`config.mk`:
```
export PLATFORM = sky130hd
export DESIGN_NAME = prog_ram
export DESIGN_NICKNAME = d
export VERILOG_FILES = /design/src/rtl/prog_ram.sv
export SDC_FILE = /design/constraint.sdc
export NUM_CORES = 2
export LEC_CHECK = 0
export BUFFER_PORTS_ARGS = -buffer_cell sky130_fd_sc_hd__buf_2
export CAP_MARGIN = 20
export CORE_MARGIN = 2
export CORE_UTILIZATION = 60
export DETAILED_ROUTE_END_ITERATION = 6
export PLACE_DENSITY_LB_ADDON = 0.3
export SLEW_MARGIN = 10
export SYNTH_ARGS = -nofsm -noshare
export SYNTH_HDL_FRONTEND = slang
export SYNTH_SLANG_ARGS = --single-unit
export TNS_END_PERCENT = 1
```
`constraint.sdc`:
```
create_clock -name Clock -period 3.52 [get_ports Clock]
set_input_delay 0.704 -clock Clock [delete_from_list [all_inputs] [get_ports Clock]]
set_output_delay 0.704 -clock Clock [all_outputs]
set_load 0.01 [all_outputs]
```
`src/rtl/prog_ram.sv`:
```
// Writable program memory: registered fetch port, valid/ready program load with
// NOP auto-fill of unwritten words, load checksum and on-demand integrity scan.
module prog_ram #(
   parameter int unsigned p_size = 6,
   parameter int unsigned i_size = 24
) (
   input  logic              Clock,
   input  logic              Reset,
   input  logic [p_size-1:0] address,
   output logic [i_size:0]   instr,
   output logic              ready,
   input  logic              load_start,
   input  logic              ld_valid,
   input  logic [i_size:0]   ld_data,
   input  logic              ld_last,
   output logic              ld_ready,
   input  logic              scan_start,
   output logic              done,
   output logic              scan_ok,
   output logic [i_size:0]   checksum,
   output logic [p_size:0]   word_count
);

   localparam int unsigned DEPTH = 1 << p_size;

   typedef enum logic [1:0] {S_IDLE, S_LOAD, S_FILL, S_SCAN} state_t;

   state_t            r_state;
   state_t            w_next;
   logic [p_size-1:0] r_ptr;
   logic [i_size:0]   r_mem [DEPTH];
   logic [i_size:0]   r_rdata;
   logic [i_size:0]   r_acc;
   logic [i_size:0]   r_checksum;
   logic [p_size:0]   r_word_count;
   logic              r_scan_ok;
   logic              r_done;
   logic              r_scan_vld;
   logic              r_scan_end;

   logic              w_xfer;
   logic              w_ptr_last;
   logic              w_we;
   logic [i_size:0]   w_wdata;
   logic [p_size-1:0] w_raddr;
   logic [i_size:0]   w_acc_sum;

   assign w_xfer     = (r_state == S_LOAD) && ld_valid;
   assign w_ptr_last = (r_ptr == '1);
   assign w_we       = w_xfer || (r_state == S_FILL);
   assign w_wdata    = (r_state == S_LOAD) ? ld_data : '0;
   assign w_raddr    = (r_state == S_SCAN) ? r_ptr : address;
   assign w_acc_sum  = r_acc + r_rdata;

   always_comb begin
      w_next = r_state;
      case (r_state)
         S_IDLE: begin
            if (load_start)      w_next = S_LOAD;
            else if (scan_start) w_next = S_SCAN;
         end
         S_LOAD: begin
            if (w_xfer) begin
               if (w_ptr_last)   w_next = S_IDLE;
               else if (ld_last) w_next = S_FILL;
            end
         end
         S_FILL: begin
            if (w_ptr_last) w_next = S_IDLE;
         end
         S_SCAN: begin
            if (r_scan_end) w_next = S_IDLE;
         end
         default: w_next = S_FILL;
      endcase
   end

   always_ff @(posedge Clock) begin
      if (Reset) r_state <= S_FILL;
      else       r_state <= w_next;
   end

   always_ff @(posedge Clock) begin
      if (Reset) begin
         r_ptr        <= '0;
         r_checksum   <= '0;
         r_word_count <= '0;
         r_scan_ok    <= 1'b0;
         r_done       <= 1'b0;
         r_acc        <= '0;
         r_scan_vld   <= 1'b0;
         r_scan_end   <= 1'b0;
      end else begin
         r_done <= (r_state != S_IDLE) && (w_next == S_IDLE);
         case (r_state)
            S_IDLE: begin
               if (load_start) begin
                  r_ptr        <= '0;
                  r_checksum   <= '0;
                  r_word_count <= '0;
                  r_scan_ok    <= 1'b0;
               end else if (scan_start) begin
                  r_ptr      <= '0;
                  r_acc      <= '0;
                  r_scan_vld <= 1'b0;
                  r_scan_end <= 1'b0;
               end
            end
            S_LOAD: begin
               if (w_xfer) begin
                  r_checksum   <= r_checksum + ld_data;
                  r_word_count <= r_word_count + 1'b1;
                  r_ptr        <= r_ptr + 1'b1;
               end
            end
            S_FILL: r_ptr <= r_ptr + 1'b1;
            S_SCAN: begin
               // read data lags the pointer by one cycle; the extra cycle adds the last word
               if (r_scan_vld) r_acc <= w_acc_sum;
               if (r_scan_end) begin
                  r_scan_ok <= (w_acc_sum == r_checksum);
               end else begin
                  r_ptr      <= r_ptr + 1'b1;
                  r_scan_vld <= 1'b1;
                  if (w_ptr_last) r_scan_end <= 1'b1;
               end
            end
            default: r_ptr <= '0;
         endcase
      end
   end

   always_ff @(posedge Clock) begin
      if (w_we) r_mem[r_ptr] <= w_wdata;
      r_rdata <= r_mem[w_raddr];
   end

   assign ready      = (r_state == S_IDLE);
   assign ld_ready   = (r_state == S_LOAD);
   assign instr      = ready ? r_rdata : '0;
   assign done       = r_done;
   assign scan_ok    = r_scan_ok;
   assign checksum   = r_checksum;
   assign word_count = r_word_count;

endmodule

```
After elaboration in Yosys (flattened, before gate mapping)
Memories as Yosys holds them, arrays and structs flattened. A register that Yosys moved wholly into a read port is not among the register bits.
Index checks and enable logic that the tools add are counted.

operators by class
  mux-type cells = 38
  shift-type cells = 0
  bitwise gates (word level) = 0
  magnitude comparators = 0
  div/mod/pow operators = 0
  reductions and logical operators = 14
  eq/ne operators = 13
  add/sub/neg operators = 4
  multiply operators = 0

operators with widths
  operator                                                                 count
  25-bit two-way mux                                                       7
  25-bit case mux with 2 select lines                                      2
  25-bit adder                                                             2
  6-bit two-way mux                                                        5
  25-bit equality test                                                     1
  6-bit case mux with 4 select lines                                       1
  2-bit two-way mux                                                        7
  7-bit two-way mux                                                        2
  7-bit case mux with 2 select lines                                       1
  3-bit AND reduction                                                      4
  1-bit two-way mux                                                        9
  2-bit inequality test, second input constant                             4
  2-bit case mux with 4 select lines                                       1
  4-bit AND reduction                                                      2
  7-bit by 1-bit adder with 7-bit output, second input constant            1
  6-bit by 1-bit adder with 6-bit output, second input constant            1
  6-bit equality test, second input constant                               1
  2-bit by 1-bit inequality test with 1-bit output, second input constant  3
  1-bit case mux with 2 select lines                                       3
  2-bit nonzero test                                                       3
  2-bit equality test, second input constant                               2
  2-bit zero test                                                          2
  3-bit by 1-bit inequality test with 1-bit output, second input constant  1
  2-bit by 1-bit equality test with 1-bit output, second input constant    1
  2 further kinds                                                          3

storage, ports and cells
  memories kept = 1
  latch bits = 0
  output and inout port bits = 61
  register bits after elaboration = 69
  word-level logic and storage cells = 79
  bits in writable memories = 1600
  bits in read-only memories = 0

memories
  memory  depth  bits a word  read ports  clocked after Yosys merged registers in  write ports  line  RTL
  r_mem   64     25           1           1                                        1            31    logic [i_size:0] r_mem [DEPTH];

Depth between registers and ports, before layout
  word-level depth = 6
  gate-level depth with buffers = 13
  mapped depth without buffers = 13

Worst setup path before layout
No wires, ideal clock.

  kind = input port to flip-flop
  start = in ld_data[1]
  end = reg r_checksum[17] (netlist: checksum[17])
  stages = 11
  required time = 3.403 ns
  data arrival time = 2.888 ns
  buffers on the path = 0
  slack = 0.515 ns
  cells stage by stage = ha_1 a21o_1 a21o_1 a2111oi_0 o31ai_1 nor2_1 o21a_1 o21ai_1 a41oi_1 xnor2_1 a22o_1

on the way
  longest elaborated chain between the ends = 3

RTL lines
  what                                 line  RTL
  start, declared                      14    input logic [i_size:0] ld_data,
  25-bit adder                         111   r_checksum <= r_checksum + ld_data;
  25-bit two-way mux                   110   if (w_xfer) begin
  25-bit case mux with 2 select lines  95    case (r_state)
  end signal, assigned                 111
  end, declared                        34    logic [i_size:0] r_checksum;

No other way between the ends. The select of a mux whose other input is x is not followed.
A chain may end at the register's enable or synchronous reset.

Worst setup path after layout
  start = reg r_rdata[0] (read register of r_mem)
  end = reg r_scan_ok (netlist: scan_ok)

on the way
  longest elaborated chain between the ends = 4

RTL lines
  what                                line  RTL
  start, declared                     32    logic [i_size:0] r_rdata;
  25-bit adder                        53    assign w_acc_sum = r_acc + r_rdata;
  25-bit equality test                121   r_scan_ok <= (w_acc_sum == r_checksum);
  1-bit two-way mux                   120   if (r_scan_end) begin
  1-bit case mux with 2 select lines  95
  end signal, assigned                121
  end, declared                       36    logic r_scan_ok;

No other way between the ends. The select of a mux whose other input is x is not followed.

==> flow_summary.yaml <==
yosys:
  synth.distinct_cells: 76
  synth_area_per_cell_um2: 18.6
  ys_top_cells_by_area: "edfxtp_1, mux4_2, dfxtp_1"
  synth-edff-count: 1600
  synthCells: 3663
  synth_seq_cells: 1694
  netlist_top_cells_count: "edfxtp_1, mux4_2, nand2_1"
  yosysMostFrequentCell: "edfxtp_1"
  netlist_area_mm2: 0.0681
  yosysSeqAreaShare: 0.733
  synth-main-ff-cell: "edfxtp_1"
  syn_nets: 3756
  yosys.area.top_type_share: 0.705
  yosys_warnings: 0
  async_flop_share: 0
  yosys.area.top_type: "edfxtp_1"
floorplanning:
  ios: 98
  initial_core_util: 0.606
  fp.coreArea_mm2: 0.112
  dieHeight_um: 341
  row_count: 123
  dieArea_mm2: 0.116
  die_x_um: 341
global_route:
  antenna_found_initial: 6
  first_global_vias: 38300
  grt_usage: 0.303
  overflow: 0
  grt_max_degree: 65
  grt_pass1_wl_mm: 253
setup_path:
  worst-path-max-fanout: 6
  crit_type: "flip-flop to flip-flop"
  start_kind: "flip-flop"
  slowest_stage: "dfxtp_1"
  critPathBufInv: 2
  crit_chain: "ha_1 -> inv_1 -> fa_1 -> nand2b_1 -> a211oi_2 -> buf_4 -> a21o_1 -> nor4_1 -> a311oi_1 -> o31ai_1 -> or3_1 -> nor4_4 -> nand4_1 -> nand2_1"
  cp.required_ns: 4.23
  crit_arrival_ns: 4.21
  cpPeakStageDelay_ns: 0.43
  cp_top_family: "simple AND/OR/NAND/NOR gates"
  crit_path_end_kind: "flip-flop"
timing:
  period_minus_slack_ns: 3.50
  min_period_over_period: 0.993
  setup_ws_ns: 0.0243
  final-hold-violation-count: 0
  rsz0062_at_grt: "true"
  setup_viol: 0
  final.setup.tns_ns: 0
  fin_skew_ns: 0.0354
  max_freq_mhz: 286
  worst_pin_slew_ns: 1.16
  slew-limit-headroom: 0.230
  slew_viol_final: 0
cts:
  numCtsBuffers: 159
  cts_hold_buf: 0
  clk_pin_slew_ns: 0.06
  clock_path_buffers: 3
  cts_htree_levels: 4
  cts_tree: "yes"
  clock_latency_ns: 0.80
  cts_root_buf: "clkbuf_16"
  cts.sinks: 1694
route:
  post_drt_wl_per_cell_um: 31.0
  drt_iter0_drc: 4846
  dr.pass1.iters: 5
  vias: 37700
  drtAntennaViolNets: 0
  viasPerCell: 6.70
  totalWireLength_mm: 174
  drc: 0
hold_path:
  hp-class: "primary input to flip-flop"
pwr:
  p_per_area_mw_per_mm2: 646
  peakVddDrop_mv: 0.547
  p_leak_nw: 25.8
  finalPower_mw: 50.2
job:
  maxCapViolCount: 0
cells_and_area:
  final_nets: 4083
  area_delta_synth_final_pct: 14.2
  fin_util: 0.692
  fin_area_mm2: 0.0778
  drive_above_1_share: 0.273
place:
  dp_slack_ns: -0.343
  postPlaceCellArea_mm2: 0.0726
  dpl.hpwl_mm: 103
  gp_congestion: 0.932
  port_buffers: 97
status:
  status: "finished clean"
cell type report:
class,instances,area [µm²]
diodes,5,12.5
multi-input cells,1731,17600
fillers,6715,34700
flip-flops and latches,1694,49900
inverters,25,93.8
well taps,1500,1880
repair buffers,379,3270
clock inverters,81,797
clock buffers,214,4260
worst register-to-register path: cells and delay by family, from the launching register on:
kind,cells,cell delay [ns]
fa+ha+maj,2,0.60
compound gates,4,0.95
buf+inv,2,0.27
simple gates,6,1.18
flops,1,0.43
what timing repair did:
action	in CTS	in global routing
setup endpoints to repair	6	9
pin swaps	1	1
resized for setup	8	12
setup buffers	0	5
hold endpoints to repair	0	0
cell families (layout without fill, tap and decap cells):
logic type | after synthesis | after routing | synth area share
xor+xnor | 65 | 65 | 0.00880
buf+inv | 238 | 699 | 0.0142
fa+ha+maj | 56 | 56 | 0.0105
simple gates | 679 | 679 | 0.0470
flops | 1694 | 1694 | 0.733
mux | 410 | 410 | 0.134
other cells | 0 | 5 | 0
compound gates | 521 | 521 | 0.0528
flip-flops by register name, indices dropped and copies added (netlist names), 2 cells and up:
register / flops
r_mem: 1600
checksum: 25
r_acc: 25
r_rdata: 25
word_count: 7
r_ptr: 6
r_state: 2
cells in the final DEF, fill, tap and decap left out, types with 26 or more instances in the layout:
cell,synthesis,final
a211oi_1,131,128
a21oi_1,118,113
a22oi_1,30,30
a311oi_1,55,55
a31oi_1,56,56
and2_1,156,131
buf_12,0,50
buf_2,52,97
buf_4,1,229
clkbuf_1,130,48
clkbuf_16,0,159
clkinv_2,0,26
dfxtp_1,94,93
edfxtp_1,1600,1600
ha_1,54,51
mux4_2,400,400
nand2_1,254,253
nor2_1,158,94
nor2_2,1,65
o21ai_0,36,36
xnor2_1,39,39
through the flow:
stage,instances,hold slack (ns)
floorplan,3663,0.458
global placement,5324,0.462
detailed placement,5324,0.463
CTS,5619,0.264
global route,5624,0.318
finish,5629,0.324
worst paths after layout:
path / startpoint / end / slack, ns / depth (start not counted)
min reg2reg: scan_ok$_SDFFE_PP0P_ / scan_ok$_SDFFE_PP0P_ / 0.48 / 2
max: r_rdata[0]$_DFF_P_ / scan_ok$_SDFFE_PP0P_ / 0.02 / 14
min: scan_start / done$_SDFF_PP0_ / 0.32 / 4
max reg2reg: r_rdata[0]$_DFF_P_ / scan_ok$_SDFFE_PP0P_ / 0.02 / 14
routing by layer:
metal | routed length (µm) | track usage | vias to the layer above
met1 | 63200 | 0.398 | 19500
met4 | 8490 | 0.140 | 4
met3 | 16300 | 0.0637 | 423
li1 | - | - | 15600
met5 | 19 | 0 | -
met2 | 86300 | 0.492 | 2198
power by group:
| group | internal [mW] | leakage [nW] | switching [mW] |
|---|---|---|---|
| Clock | 9.26 | 2.45 | 7.47 |
| Combinational | 4.14 | 7.82 | 6.01 |
| Sequential | 22.8 | 15.5 | 0.559 |
| Total | 36.2 | 25.8 | 14.0 |
(Power assumes the default switching activity.)
